<file path="src/rtl/axis_nway_alu_pkg.sv">
// Shared definitions for the N-way AXI-Stream join ALU: op encodings and
// the width rule for the carry-preserving ADD accumulator.
package axis_nway_alu_pkg;

    typedef enum logic [1:0] {
        OP_ADD = 2'b00,
        OP_MAX = 2'b01,
        OP_MIN = 2'b10,
        OP_XOR = 2'b11
    } op_e;

    // Summing num_ch words of data_w bits never needs more than clog2(num_ch) extra bits.
    function automatic int add_sum_width(input int data_w, input int num_ch);
        return data_w + $clog2(num_ch);
    endfunction

endpackage

</file>
<file path="src/rtl/axis_result_fifo.sv">
// Result buffer: power-of-two circular FIFO, valid/ready on both sides,
// head word driven straight from storage registers.
module axis_result_fifo #(
    parameter int W          = 32,
    parameter int FIFO_DEPTH = 4
) (
    input  logic         clk,
    input  logic         rst_n,
    input  logic         i_valid,
    output logic         o_ready,
    input  logic [W-1:0] i_data,
    output logic         o_valid,
    input  logic         i_ready,
    output logic [W-1:0] o_data,
    output logic         o_full
);
    localparam int PTR_W = $clog2(FIFO_DEPTH);
    localparam int CNT_W = PTR_W + 1;

    logic [W-1:0]     r_mem [FIFO_DEPTH];
    logic [PTR_W-1:0] r_wr_ptr;
    logic [PTR_W-1:0] r_rd_ptr;
    logic [CNT_W-1:0] r_count;
    logic             w_push;
    logic             w_pop;

    assign o_full  = (r_count == CNT_W'(FIFO_DEPTH));
    assign o_ready = ~o_full;
    assign o_valid = (r_count != '0);
    assign o_data  = r_mem[r_rd_ptr];

    // A full FIFO refuses the push even when the head is popped in the same cycle.
    assign w_push = i_valid & ~o_full;
    assign w_pop  = o_valid & i_ready;

    always_ff @(posedge clk or negedge rst_n) begin
        if (!rst_n) begin
            r_wr_ptr <= '0;
            r_rd_ptr <= '0;
            r_count  <= '0;
            for (int i = 0; i < FIFO_DEPTH; i++) begin
                r_mem[i] <= '0;
            end
        end else begin
            if (w_push) begin
                r_mem[r_wr_ptr] <= i_data;
                r_wr_ptr        <= r_wr_ptr + 1'b1;
            end
            if (w_pop) begin
                r_rd_ptr <= r_rd_ptr + 1'b1;
            end
            case ({w_push, w_pop})
                2'b10:   r_count <= r_count + 1'b1;
                2'b01:   r_count <= r_count - 1'b1;
                default: r_count <= r_count;
            endcase
        end
    end

endmodule

</file>
<file path="src/rtl/axis_nway_alu.sv">
// N-way AXI-Stream join ALU: one beat from every slave channel is reduced
// (ADD/MAX/MIN/XOR) into a single buffered master result.
module axis_nway_alu
    import axis_nway_alu_pkg::*;
#(
    parameter int TDATA_WIDTH_BYTES = 4,
    parameter int NUM_CH            = 2,
    parameter int FIFO_DEPTH        = 4,
    parameter bit SATURATE          = 1'b0
) (
    input  logic                                 aclk,
    input  logic                                 resetn,
    input  logic [1:0]                           op,
    input  logic [NUM_CH-1:0]                    s_axis_tvalid,
    output logic [NUM_CH-1:0]                    s_axis_tready,
    input  logic [NUM_CH*8*TDATA_WIDTH_BYTES-1:0] s_axis_tdata,
    output logic                                 m_axis_tvalid,
    input  logic                                 m_axis_tready,
    output logic [8*TDATA_WIDTH_BYTES-1:0]       m_axis_tdata,
    output logic                                 overflow,
    input  logic                                 clr_overflow,
    output logic [31:0]                          xfer_count
);
    localparam int W     = 8 * TDATA_WIDTH_BYTES;
    localparam int SUM_W = add_sum_width(W, NUM_CH);

    logic             r_active;
    logic             r_overflow;
    logic [31:0]      r_xfer_count;
    logic             w_all_valid;
    logic             w_accept;
    logic             w_fifo_ready;
    logic             w_fifo_full;
    logic             w_carry;
    logic             w_is_add;
    logic [SUM_W-1:0] w_sum;
    logic [W-1:0]     w_chan;
    logic [W-1:0]     w_max;
    logic [W-1:0]     w_min;
    logic [W-1:0]     w_xor;
    logic [W-1:0]     w_result;

    // Handshake: a beat moves on a channel when valid & ready are both high at
    // the rising edge; all slave readies are one shared join signal that never
    // looks at m_axis_tready, and valid/data are held stable until accepted.
    assign w_all_valid   = &s_axis_tvalid;
    assign w_accept      = w_all_valid & w_fifo_ready & ~w_fifo_full & r_active;
    assign s_axis_tready = {NUM_CH{w_accept}};

    // Holds off acceptance until the first edge after reset release.
    always_ff @(posedge aclk or negedge resetn) begin
        if (!resetn) begin
            r_active <= 1'b0;
        end else begin
            r_active <= 1'b1;
        end
    end

    always_comb begin
        w_sum  = '0;
        w_max  = '0;
        w_min  = '1;
        w_xor  = '0;
        w_chan = '0;
        for (int k = 0; k < NUM_CH; k++) begin
            w_chan = s_axis_tdata[k*W +: W];
            w_sum  = w_sum + SUM_W'(w_chan);
            if (w_chan > w_max) w_max = w_chan;
            if (w_chan < w_min) w_min = w_chan;
            w_xor  = w_xor ^ w_chan;
        end
    end

    assign w_carry  = |w_sum[SUM_W-1:W];
    assign w_is_add = (op == OP_ADD);

    always_comb begin
        w_result = '0;
        case (op_e'(op))
            OP_ADD:  w_result = (SATURATE && w_carry) ? '1 : w_sum[W-1:0];
            OP_MAX:  w_result = w_max;
            OP_MIN:  w_result = w_min;
            OP_XOR:  w_result = w_xor;
            default: w_result = '0;
        endcase
    end

    axis_result_fifo #(
        .W          (W),
        .FIFO_DEPTH (FIFO_DEPTH)
    ) u_fifo (
        .clk     (aclk),
        .rst_n   (resetn),
        .i_valid (w_accept),
        .o_ready (w_fifo_ready),
        .i_data  (w_result),
        .o_valid (m_axis_tvalid),
        .i_ready (m_axis_tready),
        .o_data  (m_axis_tdata),
        .o_full  (w_fifo_full)
    );

    // A new carry outranks a clear arriving in the same cycle.
    always_ff @(posedge aclk or negedge resetn) begin
        if (!resetn) begin
            r_overflow <= 1'b0;
        end else if (w_accept && w_is_add && w_carry) begin
            r_overflow <= 1'b1;
        end else if (clr_overflow) begin
            r_overflow <= 1'b0;
        end
    end

    always_ff @(posedge aclk or negedge resetn) begin
        if (!resetn) begin
            r_xfer_count <= '0;
        end else if (m_axis_tvalid && m_axis_tready) begin
            r_xfer_count <= r_xfer_count + 32'd1;
        end
    end

    assign overflow   = r_overflow;
    assign xfer_count = r_xfer_count;

endmodule

</file>
<file path="config.mk">
export PLATFORM = sky130hd
export DESIGN_NAME = axis_nway_alu
export DESIGN_NICKNAME = d
export VERILOG_FILES = /design/src/rtl/axis_nway_alu_pkg.sv /design/src/rtl/axis_result_fifo.sv /design/src/rtl/axis_nway_alu.sv
export SDC_FILE = /design/constraint.sdc
export NUM_CORES = 1
export LEC_CHECK = 0
export CORE_MARGIN = 10
export CORE_UTILIZATION = 60
export DETAILED_ROUTE_END_ITERATION = 12
export PLACE_DENSITY = 0.85
export SETUP_SLACK_MARGIN = 0.1
export SYNTH_ARGS = -nofsm -noshare
export SYNTH_HDL_FRONTEND = slang
export SYNTH_SLANG_ARGS = --single-unit
</file>
<file path="constraint.sdc">
create_clock -name aclk -period 6.7 [get_ports aclk]
set_input_delay 1.34 -clock aclk [delete_from_list [all_inputs] [get_ports aclk]]
set_output_delay 1.34 -clock aclk [all_outputs]
set_load 0.01 [all_outputs]
</file>
==> impl_results.md, run 1 <==
* CTS Sinks at approximately 170
* Slew HR at 0.1912
* Port bufs at between 100 and 150
* Clock Skew at 10.96 ps
* Top Family by Delay on Critical Path: simple AND/OR/NAND/NOR gates
* Synth area leaders: dfrtp_1, ha_1, mux2_2, mux4_2, a21oi_1
* Top achievable clock speed at 0.1978 GHz
* 1st-pass router iterations at 5
* Primary FF master, synth: dfrtp_1
* Post-synthesis sequential area ratio at 0.3430
* Vias in the first global route at about 11k
* Hold Vio Cnt, Final at 0
* Final Cycle Share at 0.7545
* DRT iter0 DRCs at 1180
* EDFF count, synth at 0
* PwrDens at about 330 nW/um^2
* RSZ-0062 raised after global routing: false
* WP buf/inv at 3
* Routed WL at 36650 um
* H-tree depth at 4
* Worst path arrival time at 5360 ps
* GRT Util Overall at 0.2715
* Clock transition at path regs at 60 ps
* CP Class: in2reg
* Cell accounting for the most synthesized area: dfrtp_1
* Clk_lat worst skew at 430 ps
* Top Ports at 140
* Worst hold path class: reg2reg
* Mapped cell area at roughly 12000 um^2
* Die Width at 163.4 um
* HPWL Detailed at 26080 um
* Async set-or-reset flop fraction in the synthesized netlist at 1.000
* Post-CTS Resized at 0
* Status: finished, final reports clean
* Synth Instances at 1284
* Global-route wire length before repair at 58840 um
* Worst path max stage delay at 600 ps
* Starting utilization of the core area at 0.6093
* Most frequent cell after synthesis: dfrtp_1
* Routed vias/inst at 6.599
* Clock period minus worst slack at 5055 ps
* Non-Filler Instances at ~1.7k
* Clock Tree Root: clkbuf_16
* GP Congestion at 0.9783
* R2R Setup Slk at 4040 ps
* Crit-path slowest cell: nor2_4
* Clock tree from TritonCTS: built
* Core area at 20230 um^2
* CTS buffer count at 17
* Worst flop-to-flop path startpoint: u_fifo.r_count[1]
* Pleak at 6.439 nW
* Vias at 10.99k
* Largest net degree at the start of global routing at roughly 110
* Synth cell count leaders: dfrtp_1, a21oi_1, ha_1
* Final Max Tran Viols at 0
* Crit path launch: s_axis_tdata[15]
* Hold Crit Depth at 2
* YS warnings at 0
* # diodes at 0
* Reg-to-Reg End: xfer_count[29]
* Peak supply drop at between 300 and 400 uV
* Max_cap viols at 0
* R2r worst-path depth at 8
* Area share of the largest cell type after synthesis at 0.3430
* Share of layout cells above drive strength 1 at 0.1447
* Die Ht at 163.4 um
* Slew @ Worst Pin at 1209 ps
* Synth Register Bits at 169
* DRT antenna net count at 0
* Yosys cell types at 72
* P&R area growth vs syn at 17.07%
* Die area at roughly 27000 um^2
* CP max FO at 17
* Final setup fails at 0
* # Post-CTS Setup Buffers at 0
* Hold Path Origin: u_fifo.r_mem[98]
* Crit path cell chain: clkdlybuf4s50_1 > inv_1 > ha_1 > nand4_1 > nor4_1 > nand2_1 > o21a_1 > nor2_4 > buf_4 > mux2i_1 > o221ai_1 > mux2_2
* Clock buffer depth at 2
* WL/cell at 22.00 um
* # rows at 52
* Antenna violations before repair at 0
* Required @ worst endpoint at 7010 ps
* Placed Cells at 1634
* CP endpoint kind: flip-flop
* Hold buffers post-CTS at 0
* Hold endpoint: u_fifo.r_mem[98]
* Syn nets at between 1k and 1.5k
* TNS Setup at 0 ps
* Final nets at 1558
* Critical Path Start Type: input pin
* Avg Cell Area, Syn at 9.602 um^2
* Core Util, Final at 0.7133
* Grt ovf at 0
* Post-route DRC violation count at 0
-- state kept, by name (all words and copies together), names as in the netlist --
name,cells
u_fifo.r_mem,128
u_fifo.r_count,3
u_fifo.r_rd_ptr,2
xfer_count,32
overflow,1
u_fifo.r_wr_ptr,2
r_active,1
-- worst register-to-register path, delay by kind of cell, from the launching register on --
kind | cells | cell delay, ps
AO/OA/AOI/OAI | 1 | 370
XOR/XNOR | 1 | 160
flip-flops | 1 | 410
AND/OR/NAND/NOR | 6 | 1640
-- kinds of logic (layout without fill, tap and decap cells) --
group,count (synthesis),in the layout,synth area share
muxes,147,147,0.1628
other,1,1,0.0003042
xor gates and xnor gates,44,44,0.03126
DFF,169,169,0.3430
and+or+nand+nor,288,288,0.1117
AOI/OAI and AO/OA,372,372,0.1937
adders and majority gates,103,103,0.1057
buffers and inverters,160,272,0.05145
-- final cells by class --
class / instances / area (um^2)
multi-input cells: 955 / 7481
fillers: 1462 / 5801
flip-flops and latches: 169 / 4230
repair buffers: 150 / 1475
clock buffers: 18 / 429.2
inverters: 90 / 337.8
well taps: 270 / 337.8
clock inverters: 14 / 142.6
-- per-layer routing --
metal	global-route usage	up-vias	share of wire
met5	0	-	0
met4	0.1070	0	0.035
met3	0.05135	108	0.091
met2	0.4571	611	0.48
met1	0.3372	5324	0.39
li1	-	4951	-
-- cells in the final DEF, fill, tap and decap left out, types with 12 or more instances in the layout --
cell,netlist,layout
xnor2_1,31,31
clkdlybuf4s50_1,0,138
dfrtp_1,169,168
nor3_1,19,19
o211ai_1,12,12
clkbuf_16,0,17
mux2_2,97,97
nor2_1,62,62
a21o_1,18,18
mux4_2,33,33
inv_1,89,89
o21ai_1,17,16
mux2i_1,16,16
a21oi_1,113,113
nand2_1,93,93
a31oi_1,22,22
xor2_1,13,13
ha_1,101,101
nand3_1,42,42
and3_1,15,15
nand4_1,23,23
o21ai_0,78,78
o21a_1,12,12
-- worst max path at each step --
| stage | to | slack, ps | depth (start not counted) |
|---|---|---|---|
| 2_1_floorplan | u_fifo.r_mem[114] | 2830 | 11 |
| 3_3_place_gp | u_fifo.r_mem[65] | 1440 | 11 |
| 3_5_place_dp | u_fifo.r_mem[100] | 1370 | 12 |
| 4_1_cts | u_fifo.r_mem[4] | 1790 | 12 |
| 5_1_grt | u_fifo.r_mem[100] | 1480 | 12 |
| 6_report | u_fifo.r_mem[4] | 1640 | 12 |
-- where the power goes --
part           total (mW)  switching (mW)  leakage, nW  internal (mW)
sequential           1.68           0.256         2.14           1.43
clock               0.952           0.430        0.275          0.522
combinational        2.12           0.992         4.02           1.13
-- per-stage QoR --
stage	total power, mW	hold slack (ps)	setup slack (ps)	cell area (um^2)
5_1_grt	5.016	509.0	1478	14430
3_3_place_gp	3.667	456.8	1440	13860
4_1_cts	4.763	480.2	1790	14430
2_1_floorplan	2.894	443.2	2835	12330
6_report	4.759	478.0	1645	14430
3_5_place_dp	3.770	461.8	1366	13860
(Power assumes the default switching activity.)
==> run 2: changes to the inputs <==
CORE_UTILIZATION = 58   (was 60)
PLACE_DENSITY = 0.83   (was 0.85)
clock period = 4.9 ns   (was 6.7 ns; I/O delays follow)
==> run 2 against run 1 <==
Net effect: core utilization down 1.4 points; final area up 1.5%; count of clock-buffer cells in the layout rose by 1; critical endpoint is now u_fifo.r_mem[72]; largest cell class unchanged; largest power group unchanged.
==> impl_results.md, run 2 (same netlist as run 1, synthesis figures left out) <==
* Pleak at 6.572 nW
* Core area at 20960 um^2
* # diodes at 0
* Commonest non-fill, non-tap cell in the layout: dfrtp_1
* Clock period minus worst slack at 4233 ps
* Clk_lat worst skew at 420 ps
* Routed vias/inst at 6.428
* Top Ports at between 100 and 150
* Hold buffers post-CTS at 0
* Status: finished, final reports clean
* Routed WL at 36380 um
* DRT antenna net count at 0
* Final Cycle Share at 0.8639
* Slew @ Worst Pin at 1094 ps
* # rows at 53
* Placed Area at 14070 um^2
* Grt met2 use at 0.4377
* Largest Register: u_fifo.r_mem
* Worst path arrival time at roughly 4500 ps
* Crit path cell chain: clkdlybuf4s50_1 > inv_1 > ha_1 > nand4_1 > nor4_1 > buf_4 > nand2_1 > o21a_1 > nor2_4 > buf_4 > mux2i_1 > o221ai_1 > mux2_2
* Clock Tree Root: clkbuf_16
* Most used cell along the critical path: buf_4
* PwrDens at 445.4 nW/um^2
* Post-CTS Resized at 0
* CP Class: in2reg
* GP Congestion at 1.008
* Clock Skew at 9.919 ps
* Port bufs at around 140
* Clock tree from TritonCTS: built
* Hold WS at 478.3 ps
* Clock buffer depth at 2
* Required @ worst endpoint at 5200 ps
* Vias in the first global route at 11.20k
* Top achievable clock speed at 0.2362 GHz
* Vias at 10.92k
* Worst hold path class: reg2reg
* CTS Sinks at between 150 and 200
* Starting utilization of the core area at 0.5884
* Die Ht at 165.8 um
* CP endpoint kind: flip-flop
* HPWL Detailed at 27690 um
* Peak supply drop at between 300 and 400 uV
* Global-route wire length before repair at 58480 um
* P&R area growth vs syn at 18.82%
* 1st-pass router iterations at 6
* WP buf/inv at 4
* Final Max Tran Viols at 0
* Max_cap viols at 0
* Antenna violations before repair at 0
* Die area at between 20000 and 30000 um^2
* Grt ovf at 0
* H-tree depth at 4
* TNS Setup at 0 ps
* Final-layout fill cell count at about 1.6k
* Share of layout cells above drive strength 1 at 0.1587
* Max reg flops at 128
* Final nets at 1587
* CTS buffer count at 17
* GR Util met1 at 0.3081
* # Post-CTS Setup Buffers at 0
* RSZ-0062 raised after global routing: false
* Final setup fails at 0
* Top Family by Delay on Critical Path: buffers and inverters
* Die Width at 165.8 um
* GRT Util Overall at 0.2550
* DRT iter0 DRCs at ~1.1k
* Worst path max stage delay at 560 ps
* CP max FO at 11
* Post-route cell area at 14650 um^2
* Largest net degree at the start of global routing at 98
* Critical Path Start Type: input pin
* Crit-path slowest cell: clkdlybuf4s50_1
* Clock transition at path regs at 60 ps
* GRT busiest layer: met2
* Grt met3 use at 0.04827
* Post-route DRC violation count at 0
* Hold Vio Cnt, Final at 0
* WL/cell at 21.41 um
* Slew HR at 0.2709
* Most frequent cells in the layout: dfrtp_1, clkdlybuf4s50_1, a21oi_1
run 2: cell type report:
type                    instances  area, um^2  share of cell area
repair buffers                179        1693              0.1156
clock inverters                12       142.6            0.009736
flip-flops and latches        169        4230              0.2888
clock buffers                  19       432.9             0.02955
well taps                     275       344.1             0.02349
inverters                      90       337.8             0.02306
multi-input cells             955        7470              0.5099
run 2: path summary, 6_finish.rpt:
kind	startpoint	slack, ps	end	cells past startpoint
worst min register to register	u_fifo.r_mem[24]	480	u_fifo.r_mem[24]	2
worst max register to register	u_fifo.r_count[0]	2520	u_fifo.r_mem[107]	6
worst max-delay path	s_axis_tdata[15]	670	u_fifo.r_mem[72]	13
worst min-delay path	u_fifo.r_mem[24]	480	u_fifo.r_mem[24]	2
max in group asynchronous	resetn	3240	u_fifo.r_mem[27]	2
min in group asynchronous	resetn	640	u_fifo.r_mem[100]	1
run 2: worst reg2reg max path: stages (launching register included):
cell and delay [ps]:
dfrtp_1 410, inv_1 100, a31oi_1 160, buf_4 240, and2_1 570, buf_4 400
mux2_2 380
run 2: where the power goes:
part	leakage [nW]	total [mW]	switching [mW]	internal [mW]
clock network	0.267	1.31	0.559	0.756
registers	2.14	2.38	0.435	1.95
logic	4.16	2.83	1.25	1.57
total	6.57	6.52	2.25	4.28
run 2: through the flow:
stage | utilization | power, mW | worst slack (ps) | std cells
after global placement | 0.6717 | 5.065 | 450.5 | 1668
after detailed placement | 0.6717 | 5.217 | 349.3 | 1668
after floorplan | - | 3.957 | 1395 | 1284
after global routing | 0.6991 | 6.876 | 485.6 | 1699
final | 0.6991 | 6.525 | 667.0 | 1699
after CTS | 0.6991 | 6.549 | 761.6 | 1699
run 2: per-layer routing:
metal,vias up,wire [um]
met3,98,2554
li1,5009,-
met5,-,0
met1,5316,14730
met2,498,17770
met4,0,1331
==> run 3: changes to the inputs <==
SKIP_CTS_REPAIR_TIMING = 1   (was not set)
==> results of run 3 <==
The final DEF is identical to that of run 2; final timing and power are the same.
